File: src/rtl/countdown_pkg.sv
// Shared types, digit limits, segment codes and BCD helpers for the MM:SS countdown timer.
package countdown_pkg;

    typedef enum logic [1:0] {CD_SET, CD_RUN, CD_PAUSE, CD_DONE} cd_state_t;

    localparam logic [3:0] CD_UNITS_MAX = 4'd9;
    localparam logic [3:0] CD_TENS_MAX  = 4'd5;

    localparam logic [6:0] SEG_BLANK = 7'b1111111;
    localparam logic [6:0] SEG_ZERO  = 7'b1000000;

    function automatic logic [3:0] cd_inc_digit(input logic [3:0] digit, input logic [3:0] limit);
        logic [3:0] result;
        result = (digit >= limit) ? 4'd0 : digit + 4'd1;
        return result;
    endfunction

    // One-second decrement of packed {MM,M,SS,S}; callers never pass 00:00.
    function automatic logic [15:0] cd_decrement(input logic [15:0] packed_time);
        logic [3:0] s;
        logic [3:0] ss;
        logic [3:0] m;
        logic [3:0] mm;
        {mm, m, ss, s} = packed_time;
        if (s != 4'd0) begin
            s = s - 4'd1;
        end else begin
            s = CD_UNITS_MAX;
            if (ss != 4'd0) begin
                ss = ss - 4'd1;
            end else begin
                ss = CD_TENS_MAX;
                if (m != 4'd0) begin
                    m = m - 4'd1;
                end else begin
                    m  = CD_UNITS_MAX;
                    mm = mm - 4'd1;
                end
            end
        end
        return {mm, m, ss, s};
    endfunction

endpackage

File: src/rtl/seg7_bcd.sv
// BCD digit to active-low {g,f,e,d,c,b,a} segment decoder with a blank override.
module seg7_bcd
    import countdown_pkg::*;
(
    input  logic [3:0] bcd,
    input  logic       blank,
    output logic [6:0] seg
);

    always_comb begin
        seg = SEG_ZERO;
        if (blank) begin
            seg = SEG_BLANK;
        end else begin
            case (bcd)
                4'd0:    seg = SEG_ZERO;
                4'd1:    seg = 7'b1111001;
                4'd2:    seg = 7'b0100100;
                4'd3:    seg = 7'b0110000;
                4'd4:    seg = 7'b0011001;
                4'd5:    seg = 7'b0010010;
                4'd6:    seg = 7'b0000010;
                4'd7:    seg = 7'b1111000;
                4'd8:    seg = 7'b0000000;
                4'd9:    seg = 7'b0010000;
                default: seg = SEG_ZERO;
            endcase
        end
    end

endmodule

File: src/rtl/countdown_timer.sv
// MM:SS countdown timer driven by debounced key pulses; optional 2 Hz digit blink
// is enabled by defining COUNTDOWN_BLINK_EN.
module countdown_timer
    import countdown_pkg::*;
#(
    parameter int IN_CLK_HZ = 50_000_000
) (
    input  logic       clk,
    input  logic       key_reset_cleared,
    input  logic       key_start_cleared,
    input  logic       key_set_cleared,
    input  logic       key_inc_cleared,
    output logic [6:0] Hex_0,
    output logic [6:0] Hex_1,
    output logic [6:0] Hex_2,
    output logic [6:0] Hex_3,
    output logic       alarm
);

    localparam int PW = (IN_CLK_HZ > 1) ? $clog2(IN_CLK_HZ) : 1;
    localparam logic [PW-1:0] PRESC_MAX = PW'(IN_CLK_HZ - 1);

    cd_state_t   state;
    cd_state_t   state_next;
    logic [3:0]  time_s;
    logic [3:0]  time_ss;
    logic [3:0]  time_m;
    logic [3:0]  time_mm;
    logic [3:0]  time_s_next;
    logic [3:0]  time_ss_next;
    logic [3:0]  time_m_next;
    logic [3:0]  time_mm_next;
    logic [15:0] preset;
    logic [15:0] preset_next;
    logic [1:0]  sel;
    logic [1:0]  sel_next;
    logic [PW-1:0] presc;
    logic [PW-1:0] presc_next;
    logic        alarm_next;

    logic [15:0] time_all;
    logic [15:0] time_dec;
    logic        time_is_zero;
    logic        time_is_one;
    logic        start_act;
    logic        set_act;
    logic        inc_act;
    logic [3:0]  blank;

    assign time_all     = {time_mm, time_m, time_ss, time_s};
    assign time_dec     = cd_decrement(time_all);
    assign time_is_zero = (time_all == 16'h0000);
    assign time_is_one  = (time_all == 16'h0001);

    // Only the highest-priority pulse of a cycle is allowed to act.
    assign start_act = key_start_cleared;
    assign set_act   = key_set_cleared & ~key_start_cleared;
    assign inc_act   = key_inc_cleared & ~key_set_cleared & ~key_start_cleared;

    always_ff @(posedge clk or posedge key_reset_cleared) begin
        if (key_reset_cleared) begin
            state   <= CD_SET;
            time_s  <= 4'd0;
            time_ss <= 4'd0;
            time_m  <= 4'd0;
            time_mm <= 4'd0;
            preset  <= 16'h0000;
            sel     <= 2'd0;
            presc   <= '0;
            alarm   <= 1'b0;
        end else begin
            state   <= state_next;
            time_s  <= time_s_next;
            time_ss <= time_ss_next;
            time_m  <= time_m_next;
            time_mm <= time_mm_next;
            preset  <= preset_next;
            sel     <= sel_next;
            presc   <= presc_next;
            alarm   <= alarm_next;
        end
    end

    always_comb begin
        state_next   = state;
        time_s_next  = time_s;
        time_ss_next = time_ss;
        time_m_next  = time_m;
        time_mm_next = time_mm;
        preset_next  = preset;
        sel_next     = sel;
        presc_next   = presc;

        case (state)
            CD_SET: begin
                if (start_act) begin
                    if (!time_is_zero) begin
                        preset_next = time_all;
                        presc_next  = '0;
                        state_next  = CD_RUN;
                    end
                end else if (set_act) begin
                    sel_next = sel + 2'd1;
                end else if (inc_act) begin
                    case (sel)
                        2'd0:    time_s_next  = cd_inc_digit(time_s, CD_UNITS_MAX);
                        2'd1:    time_ss_next = cd_inc_digit(time_ss, CD_TENS_MAX);
                        2'd2:    time_m_next  = cd_inc_digit(time_m, CD_UNITS_MAX);
                        default: time_mm_next = cd_inc_digit(time_mm, CD_TENS_MAX);
                    endcase
                end
            end
            // A pause landing on a tick keeps the prescaler at its maximum so the
            // discarded decrement happens on the first cycle after resuming.
            CD_RUN: begin
                if (start_act) begin
                    state_next = CD_PAUSE;
                end else if (presc == PRESC_MAX) begin
                    presc_next = '0;
                    {time_mm_next, time_m_next, time_ss_next, time_s_next} = time_dec;
                    if (time_is_one) begin
                        state_next = CD_DONE;
                    end
                end else begin
                    presc_next = presc + 1'b1;
                end
            end
            CD_PAUSE: begin
                if (start_act) begin
                    state_next = CD_RUN;
                end else if (set_act) begin
                    sel_next   = 2'd0;
                    presc_next = '0;
                    state_next = CD_SET;
                end
            end
            CD_DONE: begin
                if (start_act) begin
                    {time_mm_next, time_m_next, time_ss_next, time_s_next} = preset;
                    sel_next   = 2'd0;
                    state_next = CD_SET;
                end
            end
            default: state_next = CD_SET;
        endcase

        alarm_next = (state_next == CD_DONE);
    end

`ifdef COUNTDOWN_BLINK_EN
    localparam int BLINK_DIV = (IN_CLK_HZ / 4 > 1) ? IN_CLK_HZ / 4 : 1;
    localparam int BW = (BLINK_DIV > 1) ? $clog2(BLINK_DIV) : 1;
    localparam logic [BW-1:0] BLINK_MAX = BW'(BLINK_DIV - 1);

    logic [BW-1:0] blink_cnt;
    logic          blink_phase;

    always_ff @(posedge clk or posedge key_reset_cleared) begin
        if (key_reset_cleared) begin
            blink_cnt   <= '0;
            blink_phase <= 1'b0;
        end else if (blink_cnt == BLINK_MAX) begin
            blink_cnt   <= '0;
            blink_phase <= ~blink_phase;
        end else begin
            blink_cnt <= blink_cnt + 1'b1;
        end
    end

    always_comb begin
        blank = 4'b0000;
        if (blink_phase) begin
            if (state == CD_DONE) begin
                blank = 4'b1111;
            end else if (state == CD_SET) begin
                blank[sel] = 1'b1;
            end
        end
    end
`else
    assign blank = 4'b0000;
`endif

    seg7_bcd u_seg_0 (.bcd(time_s),  .blank(blank[0]), .seg(Hex_0));
    seg7_bcd u_seg_1 (.bcd(time_ss), .blank(blank[1]), .seg(Hex_1));
    seg7_bcd u_seg_2 (.bcd(time_m),  .blank(blank[2]), .seg(Hex_2));
    seg7_bcd u_seg_3 (.bcd(time_mm), .blank(blank[3]), .seg(Hex_3));

endmodule

File: config.mk
export PLATFORM = sky130hd
export DESIGN_NAME = countdown_timer
export DESIGN_NICKNAME = d
export VERILOG_FILES = /design/src/rtl/countdown_pkg.sv /design/src/rtl/seg7_bcd.sv /design/src/rtl/countdown_timer.sv
export SDC_FILE = /design/constraint.sdc
export NUM_CORES = 1
export LEC_CHECK = 0
export CAP_MARGIN = 15
export CORE_ASPECT_RATIO = 1.1
export CORE_MARGIN = 3
export CORE_UTILIZATION = 64
export CTS_CLUSTER_DIAMETER = 50
export CTS_CLUSTER_SIZE = 28
export DETAILED_ROUTE_END_ITERATION = 8
export PLACE_DENSITY = 0.95
export SLEW_MARGIN = 10
export SYNTH_ARGS = -nofsm -noshare
export SYNTH_HDL_FRONTEND = slang
export SYNTH_SLANG_ARGS = --single-unit
File: constraint.sdc
create_clock -name clk -period 6.1 [get_ports clk]
set_input_delay 1.83 -clock clk [delete_from_list [all_inputs] [get_ports clk]]
set_output_delay 1.83 -clock clk [all_outputs]
set_load 0.02 [all_outputs]
==> out/results.ini <==
[grt]
grt_util_met3_pct=5.06
grtUsageMet1_pct=35.1
grt_use_total_pct=29.1
overflow=0
grt_pass1_wl_mm=19.0
use_met2_pct=50.1
gr-max-usage-layer=met2
antenna_found_initial=0
grt_pass1_vias=4099
grt_max_degree=36

[finish]
fill_cells=469
area_delta_synth_final_pct=11.3
drive_gt1_share_pct=6.68
final_common_cell=dfrtp_1
nets=601
diodes=0
most-common-layout-cells=dfrtp_1, nor2_1, o21ai_0

[route]
drt-wirelength-per-cell_um=17.7
viasPerCell=6.66
wl_mm=11.5
drcViolationCount=0
vias=4336
drt_iter0_markers=381
antenna_left=0
first_pass_iters=8

[critical_path]
slowest_delay_ps=640
reg2reg_depth=8
critical_path_class=register to primary output
reg2reg_to=presc[13]
cpMaxStageDelayCell=clkdlybuf4s50_1
required_ps=4270
rrSetupSlack_ps=2920
endpoint_kind=primary output
critPathMaxFanout=7
crit_buf_inv=2
cp_data_arrival_time_ps=2300
crit_path_start_kind=register
path_delay_family=buffers and inverters
path_cells=inv_1, ha_1, nand2b_1, a21oi_1, clkdlybuf4s50_1
timing.rr.start=time_m[0]

[floorplanning]
die_y_um=94.4
rows=31
die_x_um=86.4
ios=34
core_mm2=0.00675
initial_core_util_pct=67.4
dieArea_mm2=0.00815

[power]
p_per_area_mw_per_mm2=525
peakVddDrop_mv=0.364
p_leak_nw=2.13

[sta]
tns_ps=0
relSlewSlack_pct=35.1
fin_ws_ps=1970
fin_crit_ps=4130
setup_viol=0
rsz0062_at_grt=false
maxSlewViolCount=0
max_freq_mhz=242
hold_viol_final=0
period_share_pct=67.8
skew_ps=10.6
worstMarginPinSlew_ps=964

[clock_network]
cts_sinks=63
insertion_delay_ps=350
postCtsSetupBuffers=0
htree_levels=3
clk_pin_slew_ps=60
cts_tree=yes
ctsResizeCount=0
numCtsBuffers=9
clockBufferDepth=2
ctsHoldBuffers=0
clock-root-buffer=clkbuf_8

[job]
drv_cap=0

[worst_hold_path]
holdCritStartpoint=preset[7]
hold_depth=2
holdPathEnd=preset[7]
worstHoldPathType=register to register

[place]
numPortBuffers=33
dp_hpwl_mm=8.06
dpl_worst_slack_ps=1730
gp_congestion=0.938

[yosys]
synth_flop_cell=dfrtp_1
syn_avg_cell_area_um2=8.34
ys_ff_latch=63
synth_cells=545
async_flop_share_pct=100
yosysWarnings=0
ys_seq_area_share_pct=34.7
netlist_area_mm2=0.00455
netlist-cell-type-count=64
synth_nets=579
synth_edf_count=0

[status]
outcome=completed

==> flip-flops by register name, indices dropped and copies added, names as in the netlist <==
| signal | flops |
|---|---|
| time_s | 4 |
| sel | 2 |
| presc | 26 |
| alarm | 1 |
| time_ss | 4 |
| state | 2 |
| time_mm | 4 |
| time_m | 4 |
| preset | 16 |
==> power breakdown <==
group	internal (mW)	switching [mW]
clock	0.173	0.156
combinational	0.655	0.959
sequential	0.533	0.181
total	1.36	1.30
==> Yosys cell counts (3+ instances only) <==
library cell | n | area (um^2)
a221oi_1 | 3 | 26.3
a221o_1 | 3 | 30.0
nand4b_1 | 3 | 26.3
a211oi_1 | 5 | 37.5
xor2_1 | 10 | 87.6
nand3_1 | 20 | 100
nor2b_1 | 8 | 50.1
buf_4 | 3 | 22.5
nand2b_1 | 12 | 75.1
a22oi_1 | 3 | 22.5
a41oi_1 | 3 | 26.3
a21oi_1 | 31 | 155
mux2i_1 | 7 | 70.1
o31ai_1 | 10 | 75.1
nor3_1 | 7 | 35.0
o21ai_0 | 56 | 280
buf_1 | 4 | 15.0
mux2_2 | 7 | 78.8
ha_1 | 29 | 363
nand4_1 | 14 | 87.6
or3_1 | 4 | 25.0
nand2_1 | 53 | 199
o211ai_1 | 7 | 52.6
dfrtp_1 | 63 | 1580
buf_2 | 7 | 35.0
nor2_1 | 56 | 210
and2_1 | 9 | 56.3
xnor2_1 | 7 | 61.3
and3_1 | 5 | 31.3
clkbuf_1 | 12 | 45.0
o22ai_1 | 3 | 18.8
inv_1 | 30 | 113
a21o_1 | 5 | 37.5
==> kinds of logic (layout without fill, tap and decap cells) <==
family / after synthesis / after routing / synth area share, %
multiplexers: 14 / 14 / 3.28
buffers and inverters: 56 / 80 / 5.06
adder cells (fa/ha/maj): 29 / 29 / 7.98
flip-flops: 63 / 63 / 34.7
AO/OA/AOI/OAI: 152 / 152 / 21.3
XOR/XNOR: 17 / 17 / 3.28
AND/OR/NAND/NOR: 214 / 214 / 24.4
==> stage by stage <==
| stage | power (mW) | cells | utilization [%] | hold slack (ps) | cell area [um^2] |
|---|---|---|---|---|---|
| 2_1_floorplan | 1.80 | 545 | - | 450 | 4550 |
| 3_3_place_gp | 2.21 | 638 | 72.5 | 465 | 4890 |
| 3_5_place_dp | 2.30 | 638 | 72.5 | 472 | 4890 |
| 4_1_cts | 2.63 | 651 | 75.0 | 489 | 5060 |
| 5_1_grt | 2.84 | 651 | 75.0 | 522 | 5060 |
| 6_report | 2.66 | 651 | 75.0 | 492 | 5060 |
==> per-layer routing <==
layer | vias up | share of wire, %
li1 | 1992 | -
met1 | 2075 | 39
met2 | 217 | 51
met3 | 52 | 6.4
met4 | 0 | 3.7
met5 | - | 0
==> how the worst max path moves through the flow <==
stage,start,end,slack [ps],cells past startpoint
2_1_floorplan,key_reset_cleared,alarm,2700,1
3_3_place_gp,key_set_cleared,presc[13],1790,8
3_5_place_dp,key_set_cleared,presc[13],1730,8
4_1_cts,time_ss[0],Hex_1[3],1970,5
5_1_grt,key_set_cleared,presc[13],1800,8
6_report,time_ss[0],Hex_1[3],1970,5
==> layout make-up <==
cell class	instances	area [um^2]	area share, %
clock inverter	1	5.00	0.0989
multi-input combinational	426	2740	54.1
clock buffer	12	165	3.26
inverter	30	113	2.22
sequential	63	1580	31.1
tap	82	103	2.03
timing repair buffer	37	360	7.12
==> tightest hold or removal path, stage by stage, from the launching register on <==
cell and delay [ps]:
dfrtp_1 350, nand2_1 50, o21ai_0 60
Power figures use the tool's default switching activity.
